**src/rtl/fft2d_unit_loader.sv**
```systemverilog
// Pops FFT samples from the IO FIFO and scatters them in order across the row-FFT units.
// Two-stage read pipeline (tag stage, data stage) gives a fixed 2-cycle read-to-write latency.
module fft2d_unit_loader #(
  parameter int unsigned DATA_W    = 32,
  parameter int unsigned NUM_UNITS = 32,
  parameter int unsigned UNIT_W    = 5,
  parameter int unsigned POINTS    = 32,
  parameter int unsigned PTS_W     = 5
) (
  input  logic                 clk,
  input  logic                 reset,
  input  logic                 start,
  input  logic                 abort,
  input  logic                 fifo_empty,
  output logic                 fifo_rd_cs,
  output logic                 fifo_rd_en,
  input  logic [DATA_W-1:0]    fifo_data,
  input  logic [NUM_UNITS-1:0] unit_ready,
  output logic                 unit_wr,
  output logic [UNIT_W-1:0]    unit_sel,
  output logic [PTS_W-1:0]     unit_addr,
  output logic [DATA_W-1:0]    unit_data,
  output logic [NUM_UNITS-1:0] unit_go,
  output logic                 busy,
  output logic                 done
);

  localparam logic [UNIT_W-1:0] LastUnit = UNIT_W'(NUM_UNITS - 1);
  localparam logic [PTS_W-1:0]  LastPt   = PTS_W'(POINTS - 1);

  typedef enum logic [1:0] {StIdle, StIssue, StDrain, StFinish} state_e;

  state_e                state_q, state_d;
  logic [UNIT_W-1:0]     cur_unit_q, cur_unit_d;
  logic [PTS_W-1:0]      cur_pt_q, cur_pt_d;
  logic                  busy_q, busy_d;
  logic                  rd_cs_q, rd_cs_d;
  logic                  done_q, done_d;
  logic                  rd_en;
  logic                  flush;

  logic                  s1_valid_q;
  logic [UNIT_W-1:0]     s1_unit_q;
  logic [PTS_W-1:0]      s1_pt_q;
  logic                  wr_q;
  logic [UNIT_W-1:0]     sel_q;
  logic [PTS_W-1:0]      addr_q;
  logic [DATA_W-1:0]     data_q;
  logic [NUM_UNITS-1:0]  go_q, go_d;

  always_comb begin
    state_d    = state_q;
    cur_unit_d = cur_unit_q;
    cur_pt_d   = cur_pt_q;
    busy_d     = busy_q;
    rd_cs_d    = rd_cs_q;
    done_d     = 1'b0;
    rd_en      = 1'b0;
    flush      = 1'b0;
    unique case (state_q)
      StIdle: begin
        if (start) begin
          state_d    = StIssue;
          cur_unit_d = '0;
          cur_pt_d   = '0;
          busy_d     = 1'b1;
          rd_cs_d    = 1'b1;
        end
      end
      StIssue: begin
        if (abort) begin
          state_d = StIdle;
          busy_d  = 1'b0;
          rd_cs_d = 1'b0;
          flush   = 1'b1;
        end else begin
          rd_en = rd_cs_q & ~fifo_empty & unit_ready[cur_unit_q];
          if (rd_en) begin
            cur_pt_d = cur_pt_q + 1'b1;
            if (cur_pt_q == LastPt) begin
              cur_unit_d = cur_unit_q + 1'b1;
              if (cur_unit_q == LastUnit) begin
                state_d = StDrain;
              end
            end
          end
        end
      end
      StDrain: begin
        if (abort) begin
          state_d = StIdle;
          busy_d  = 1'b0;
          rd_cs_d = 1'b0;
          flush   = 1'b1;
        end else if (!s1_valid_q && !wr_q && go_q[NUM_UNITS-1]) begin
          // Last unit's go is on the bus and nothing is left in flight.
          state_d = StFinish;
          busy_d  = 1'b0;
          rd_cs_d = 1'b0;
          done_d  = 1'b1;
        end
      end
      StFinish: begin
        state_d = StIdle;
      end
      default: begin
        state_d = StIdle;
      end
    endcase
  end

  always_comb begin
    go_d = '0;
    if (wr_q && (addr_q == LastPt)) begin
      go_d[sel_q] = 1'b1;
    end
  end

  always_ff @(posedge clk or negedge reset) begin
    if (!reset) begin
      state_q    <= StIdle;
      cur_unit_q <= '0;
      cur_pt_q   <= '0;
      busy_q     <= 1'b0;
      rd_cs_q    <= 1'b0;
      done_q     <= 1'b0;
    end else begin
      state_q    <= state_d;
      cur_unit_q <= cur_unit_d;
      cur_pt_q   <= cur_pt_d;
      busy_q     <= busy_d;
      rd_cs_q    <= rd_cs_d;
      done_q     <= done_d;
    end
  end

  // Stage 1 holds the tags while the FIFO produces the data one cycle later.
  always_ff @(posedge clk or negedge reset) begin
    if (!reset) begin
      s1_valid_q <= 1'b0;
      s1_unit_q  <= '0;
      s1_pt_q    <= '0;
    end else begin
      s1_valid_q <= rd_en & ~flush;
      if (rd_en) begin
        s1_unit_q <= cur_unit_q;
        s1_pt_q   <= cur_pt_q;
      end
    end
  end

  always_ff @(posedge clk or negedge reset) begin
    if (!reset) begin
      wr_q   <= 1'b0;
      sel_q  <= '0;
      addr_q <= '0;
      data_q <= '0;
      go_q   <= '0;
    end else begin
      wr_q <= s1_valid_q & ~flush;
      go_q <= flush ? '0 : go_d;
      if (s1_valid_q) begin
        sel_q  <= s1_unit_q;
        addr_q <= s1_pt_q;
        data_q <= fifo_data;
      end
    end
  end

  assign fifo_rd_cs = rd_cs_q;
  assign fifo_rd_en = rd_en;
  assign unit_wr    = wr_q;
  assign unit_sel   = sel_q;
  assign unit_addr  = addr_q;
  assign unit_data  = data_q;
  assign unit_go    = go_q;
  assign busy       = busy_q;
  assign done       = done_q;

endmodule

```
**config.mk**
```make
export PLATFORM = sky130hd
export DESIGN_NAME = fft2d_unit_loader
export DESIGN_NICKNAME = d
export VERILOG_FILES = /design/src/rtl/fft2d_unit_loader.sv
export SDC_FILE = /design/constraint.sdc
export NUM_CORES = 1
export LEC_CHECK = 0
export CORE_MARGIN = 8
export CORE_UTILIZATION = 49
export DETAILED_ROUTE_END_ITERATION = 8
export PLACE_DENSITY = 0.95
export SYNTH_ARGS = -nofsm -noshare
export SYNTH_HDL_FRONTEND = slang
export SYNTH_SLANG_ARGS = --single-unit
```
**constraint.sdc**
```tcl
create_clock -name clk -period 3.6 [get_ports clk]
set_input_delay 0.36 -clock clk [delete_from_list [all_inputs] [get_ports clk]]
set_output_delay 0.36 -clock clk [all_outputs]
set_load 0.01 [all_outputs]
```
# Word level (Yosys, flattened, before mapping)
# Cells that the tools add are included.
[totals] regBits=100
[op_classes] n_lt_le_gt_ge=3 n_eq_ne=15 reduce_logical=14 mux=34 add_sub_neg=2 bitwise=6
[ops] op="$mux 32" n=2
[ops] op="$mux 5" n=6
[ops] op="$pmux 5 s2" n=2
[ops] op="$eq 5x5->1 const B" n=3
[ops] op="$mux 2" n=7
[ops] op="$mux 1" n=13
[ops] op="$lt 5x6->1 const B" n=2
[ops] op="$ne 3x3->1 const B" n=4
[ops] op="$add 5x1->5 const B" n=2
[ops] op="$ne 2x2->1 const B" n=5
[ops] op="$reduce_and 5->1" n=2
[ops] op="$pmux 2 s4" n=1
[ops] op="$reduce_and 4->1" n=2
[ops] op="$bmux 1 s5" n=1
[ops] op="$demux 1 s5" n=1
[ops] op="$ge 5x1->1 const B" n=1
[ops] op="$and 1x1->1" n=4
[ops] op="$eq 2x2->1 const B" n=2
[ops] op="$logic_and 1x1->1" n=4
[ops] op="$pmux 1 s3" n=1
[ops] op="$reduce_bool 3->1" n=1
[ops] op="$eq 2x1->1 const B" n=1
[ops] op="$logic_not 1->1" n=2
[ops] op="$logic_not 2->1" n=1
[ops] op="other kinds (3)" n=4

# Depth between registers and ports, before layout
# Gate-level depths: netlist of run 1.
[depth] depth_word=6 depth_mapped=9 depth_no_buf=9

# Worst setup path before layout of run 1
# No wires, ideal clock.
[synth_timing] path_kind="register -> output" from="register cur_unit_q[0]" to="output fifo_rd_en" path_slack_ps=1068 required_time_ps=3240 path_stages_with_launch=9 path_buffers=2 t_arrival_ps=2172 cell_sequence="dfrtp_1 -> buf_4 -> mux4_2 -> mux2_1 -> nand3_1 -> o22ai_2 -> o21ai_4 -> buf_6 -> inv_2"
[synth_between] elab_chain_len=5
[synth_rtl] element="start: declaration" line="34" text="logic [UNIT_W-1:0] cur_unit_q, cur_unit_d;"
[synth_rtl] element="start signal: assignment" line="129" text="cur_unit_q <= cur_unit_d;"
[synth_rtl] element="$bmux 1 s5" line="77" text="rd_en = rd_cs_q & ~fifo_empty & unit_ready[cur_unit_q];"
[synth_rtl] element="$mux 1 (not written as such)" line="77"
[synth_rtl] element="$and 1x1->1" line="77"
[synth_rtl] element="$mux 1" line="71" text="if (abort) begin"
[synth_rtl] element="$mux 1" line="60" text="unique case (state_q)"
[synth_rtl] element="end: declaration" line="16" text="output logic fifo_rd_en,"
# No other way between the ends. The select of a mux whose other input is x is not followed.

# Final worst setup path of run 1
# Same ends and word-level chain as after synthesis.

==> results of run 1 <==
[how the worst min path moves through the flow]
| stage | startpoint | to | cells past startpoint |
|---|---|---|---|
| 2_1_floorplan | reset | cur_pt_q[0] | 0 |
| 3_3_place_gp | s1_unit_q[1] | s1_unit_q[1] | 2 |
| 3_5_place_dp | s1_pt_q[2] | s1_pt_q[2] | 1 |
| 4_1_cts | reset | unit_data[0] | 1 |
| 5_1_grt | reset | unit_go[12] | 1 |
| 6_report | reset | unit_data[0] | 1 |
[worst max-delay path, cell delays in order (launching register included)]
cell and delay, ns:
dfrtp_1 0.59, mux4_2 0.60, a2111oi_4 0.48, o22ai_1 0.23, o21ai_4 0.18, inv_2 0.04
clkdlybuf4s50_1 0.48
[where the power goes]
group          internal (mW)  switching, mW
sequential              1.38          0.216
combinational          0.787          0.599
clock                  0.292          0.406
[area by class of cell]
type / count / share of cell area
Clock inverter: 6 / 0.0104
Clock buffer: 10 / 0.0228
Multi-Input combinational cell: 210 / 0.273
Sequential cell: 100 / 0.416
Timing Repair Buffer: 150 / 0.248
Tap cell: 108 / 0.0224
Inverter: 13 / 0.00810
[metrics by stage]
| step | cells | cell area [um^2] | hold WS [ns] | power, mW |
|---|---|---|---|---|
| final | 597 | 6020 | 0.138 | 3.68 |
| after global routing | 597 | 6020 | 0.212 | 3.90 |
| after CTS | 597 | 6020 | 0.169 | 3.72 |
| after detailed placement | 581 | 5820 | 0.479 | 3.02 |
| after global placement | 581 | 5820 | 0.463 | 2.95 |
| after floorplan | 334 | 4250 | 0.0644 | 2.31 |
[synth_stat cells (5+ instances only)]
cell,instances,area (um^2)
clkbuf_1,5,18.8
mux2i_1,11,110
mux4_2,6,135
inv_1,11,41.3
mux2_1,8,90.1
nand3_1,16,80.1
o21ai_0,5,25.0
nor2_1,38,143
nand2b_1,7,43.8
a21oi_1,6,30.0
ha_1,8,100
nor3_1,5,25.0
nand2_1,22,82.6
o21ai_1,5,25.0
dfrtp_1,100,2500
mux2_2,42,473
[flip-flops by register name, indices dropped and copies added, names as in the netlist, 2 cells and up]
register	count
unit_addr	5
unit_data	32
unit_sel	5
cur_pt_q	5
s1_pt_q	5
unit_go	32
s1_unit_q	5
state_q	2
cur_unit_q	5
[routing by layer]
layer / track usage / vias up
met2: 0.325 / 116
met1: 0.202 / 1529
met3: 0.0520 / 12
met4: 0.0492 / 0
li1: - / 1470
met5: 0 / -
[logic make-up (layout without fill, tap and decap cells)]
group	Yosys count	in the layout	synth area share
AO/OA/AOI/OAI	35	35	0.0665
multiplexers	67	67	0.190
AND/OR/NAND/NOR	100	100	0.107
adder cells (fa/ha/maj)	8	8	0.0235
buffers and inverters	24	179	0.0250
flip-flops	100	100	0.588
==> reports/qor.yml, run 1 <==
cp_max_fo: 9
ys_warn_count: 0
synthesis.nets: 411
min_path_type: "in2async"
maxUsedRoutingLayer: "met4"
crit_required_ns: 3.24
endpoint: "fifo_rd_en"
initial_core_util: 0.498
syn_inst: 334
reg2reg_depth: 6
cts_tree: "yes"
drv_slew: 0
max_cap_violations: 0
finalHoldViolCount: 0
period_share: 0.918
fillers: 545
ys_seq_elements: 100
vdd_drop_max_mv: 0.320
post-place-ws_ns: 0.578
syn_to_final_growth_pct: 41.6
finalCriticalPeriod_ns: 3.31
synth_edf_count: 0
place_congestion: 0.823
layout_common_cells: "146 x clkdlybuf4s50_1, 99 x dfrtp_1, 42 x mux2_2, 38 x nor2_1, 22 x nand2_1"
route.met2.wl_um: 5780
overflow: 0
routed_wl_um: 10600
slew_headroom: 0.354
clock-sinks: 100
final_common_cell: "clkdlybuf4s50_1"
fp.coreArea_mm2: 0.00855
io_buffers: 147
fin_nets: 561
synth-async-reset-ratio: 1.00
syn_avg_cell_area_um2: 12.7
final_util: 0.705
grt_pass1_wl_um: 16800
static-leakage-power_nw: 2.59
grt_max_degree: 82
r2r-end: "s1_pt_q[4]"
ioPinCount: 148
antenna_found_initial: 0
num_rows: 34
post-dp-hpwl_um: 8250
yosysSeqAreaShare: 0.588
cp-startpoint: "cur_unit_q[0]"
via_per_inst: 5.24
wl_met1_um: 3840
multi_input_area_mm2: 0.00165
synthFlopType: "dfrtp_1"
drc: 0
post_cts_buffers: 0
cts_resized: 0
status: "finished, final reports clean"
start_kind: "flop"
synthesis.area_mm2: 0.00425
grt_use_total: 0.180
worst_slack_ns: 0.294
r2r_slack_ns: 0.78
r2r_start: "cur_unit_q[0]"
wire_per_inst_um: 17.8
cts_root_buf: "clkbuf_8"
drtPass1Iterations: 4
powerDensity_mw_per_mm2: 612
dieArea_mm2: 0.0119
met3_length_um: 830
ant_nets: 0
end_kind: "output pin"
numCtsBuffers: 9
drive_gt1_frac: 0.153
cts-hold-fix-buffers: 0
rsz0062_at_grt: "false"
drt_iter0_drc: 191
clockBufferDepth: 2
worstPathArrival_ns: 2.95
grt_pass1_vias: 3279
clk_pin_slew_worst_paths_ns: 0.11
skew_ns: 0.0155
setup_viol: 0
die_h_um: 109
setup-tns-final_ns: 0
route.vias.total: 3127
path_class: "reg2out"
die_w_um: 109
fmax_mhz: 303
n_antenna_cell: 0
htree_levels: 3
max_slew.worst_pin.slew_ns: 0.968
worstSkewPairLatency_ns: 0.36
synth.distinct_cells: 41
seq_area_mm2: 0.00250
Power figures use the tool's default switching activity.
==> run 2, diff against run 1 <==
CORE_UTILIZATION = 41   (was 49)
PLACE_DENSITY = 0.89   (was 0.95)
clock period = 2.9 ns   (was 3.6 ns; I/O delays follow)
==> run 2 against run 1 <==
Compared with the run above: total power is 27% higher; count of clock-buffer cells in the layout is 1 lower; global-route usage is 2.4 points lower; combinational power is 27% higher; critical endpoint unchanged.
==> reports/qor.yml, run 2 (same netlist as run 1, synthesis figures left out) <==
status: "finished, final reports clean"
fp.coreArea_mm2: 0.0102  # +19%
wire_per_inst_um: 17.0  # -4.4%
dp.cells: 614  # +5.7%
route.vias.total: 3151  # +0.77%
r2r_start: "cur_unit_q[0]"
syn_to_final_growth_pct: 43.7
finalHoldViolCount: 0  # unchanged
clockBufferDepth: 2  # unchanged
powerDensity_mw_per_mm2: 765  # +25%
routed_wl_um: 10700  # +0.69%
start_kind: "flop"
cts_root_buf: "clkbuf_8"
final_common_cell: "clkdlybuf4s50_1"
drv_slew: 0  # unchanged
num_rows: 37  # +8.8%
r2r_slack_ns: 0.36  # -0.42 ns
clk_pin_slew_worst_paths_ns: 0.09  # -0.02 ns
r2r-end: "s1_unit_q[0]"
max_slew.worst_pin.slew_ns: 0.952  # -0.0165 ns
ioPinCount: 148  # unchanged
fin_nets: 566  # +0.89%
post-dp-hpwl_um: 8410  # +1.9%
n_antenna_cell: 0  # unchanged
postLayoutCellArea_mm2: 0.00611  # +1.5%
worstSkewPairLatency_ns: 0.35  # about the same
ant_nets: 0  # unchanged
vdd_drop_max_mv: 0.363  # +14%
fillers: 788  # +45%
grt_pass1_wl_um: 17700  # +4.8%
worstPathArrival_ns: 2.50  # -0.45 ns
via_per_inst: 5.01  # -4.4%
crit_required_ns: 2.61  # -0.63 ns
dieArea_mm2: 0.0139  # +17%
drtPass1Iterations: 4  # unchanged
rsz0062_at_grt: "false"
die_h_um: 118  # +8.0%
slowest_stage: "mux4_2"
place_congestion: 0.854  # +3.7%
die_w_um: 118  # +8.0%
slew_headroom: 0.365  # +0.0110
drt_iter0_drc: 171  # -10%
overflow: 0  # unchanged
cell_internal_pwr_mw: 3.21  # +30%
layout.cells.non_filler: 629  # +5.4%
period_share: 0.962
switching_share: 0.314  # -0.0177
fmax_mhz: 358
grt_pass1_vias: 3464  # +5.6%
final_util: 0.600  # -0.104
layout_common_cells: "145 x clkdlybuf4s50_1, 97 x dfrtp_1, 43 x mux2_2, 38 x nor2_1, 22 x nand2_1"
p_seq_frac: 0.423  # -0.011
placed_area_mm2: 0.00590  # +1.2%
cts_tree: "yes"
io_buffers: 147  # unchanged
end_kind: "output pin"
antenna_found_initial: 0  # unchanged
grt_use_total: 0.156  # -0.0236
drive_gt1_frac: 0.168  # +0.0150
worst_slack_ns: 0.110  # -0.184 ns
reg2reg_depth: 8  # +2
crit_path_cell_trace: "buf_4, mux4_2, mux2_2, nand3_1, o22ai_2, o21ai_4, inv_2, dlygate4sd2_1"
cp_max_fo: 5  # -4
numCtsBuffers: 9  # unchanged
p_sw_mw: 1.47  # +20%
power_frac_comb: 0.376  # about the same
setup_viol: 0  # unchanged
grt_max_degree: 79  # -3.7%
initial_core_util: 0.418  # -0.0798
setup-tns-final_ns: 0  # unchanged
seq_area_mm2: 0.00251  # about the same
path_class: "reg2out"
clock-sinks: 100  # unchanged
htree_levels: 3  # unchanged
max_cap_violations: 0  # unchanged
critical_path.max_stage_delay_ns: 0.50  # -0.10 ns
min_path_type: "in2async"
post-place-ws_ns: -0.0129  # -0.591 ns
finalCriticalPeriod_ns: 2.79
drc: 0  # unchanged
multi_input_area_mm2: 0.00165  # +0.30%
pwr-share-clk: 0.201  # +0.012
skew_ns: 0.0142  # -0.00124 ns
static-leakage-power_nw: 2.62  # +1.3%
==> run 2: power groups by stage <==
stage	Clock [mW]	Sequential (mW)	Combinational, mW
2_1_floorplan	0	2.06	0.803
3_3_place_gp	0	1.98	1.73
3_5_place_dp	0	2.01	1.77
4_1_cts	0.960	1.98	1.78
5_1_grt	1.01	2.03	1.89
6_report	0.938	1.98	1.76
==> run 2: layer usage <==
| layer | wire length [um] | track usage | up-vias |
|---|---|---|---|
| li1 | - | - | 1476 |
| met2 | 5820 | 0.285 | 99 |
| met4 | 190 | 0.0608 | 0 |
| met3 | 599 | 0.0417 | 15 |
| met1 | 4090 | 0.169 | 1561 |
| met5 | 0 | 0 | - |
==> run 2: final cells by class <==
cell class / instances / area share
clock inverters: 6 / 0.0143
inverters: 13 / 0.00798
well taps: 136 / 0.0278
flip-flops and latches: 100 / 0.410
repair buffers: 155 / 0.250
multi-input cells: 210 / 0.270
clock buffers: 9 / 0.0203
==> run 2: per-stage QoR <==
stage	hold slack, ns	total power, mW
5_1_grt	0.160	4.93
2_1_floorplan	-0.00559	2.86
3_5_place_dp	0.478	3.78
3_3_place_gp	0.463	3.71
4_1_cts	0.105	4.72
6_report	0.0763	4.68
==> run 2: what timing repair did <==
item,in CTS,in global routing
gates resized for setup,2,3
setup buffers,0,0
hold buffers,0,0
endpoints found under the setup margin,1,1
gates cloned,0,0
pin swaps,1,1
==> run 2: worst max-delay path: cells and delay by family (launching register included) <==
kind            cells  cell delay (ns)
flops               1             0.43
simple gates        1             0.13
buf+inv             3             0.52
compound gates      2             0.30
mux                 2             0.77
==> run 2: worst max path at each step <==
| stage | start | end | slack, ns |
|---|---|---|---|
| floorplan | cur_unit_q[0] | fifo_rd_en | 0.44 |
| global placement | unit_ready[31] | fifo_rd_en | 0.03 |
| detailed placement | unit_ready[31] | fifo_rd_en | -0.01 |
| CTS | cur_unit_q[0] | fifo_rd_en | 0.05 |
| global route | cur_unit_q[0] | fifo_rd_en | 0.002 |
| finish | cur_unit_q[0] | fifo_rd_en | 0.11 |
==> run 3, diff against run 2 <==
SLEW_MARGIN = 0   (was unset)
==> results of run 3 <==
Same layout as run 2: the final DEF is identical, and so are final timing and power.
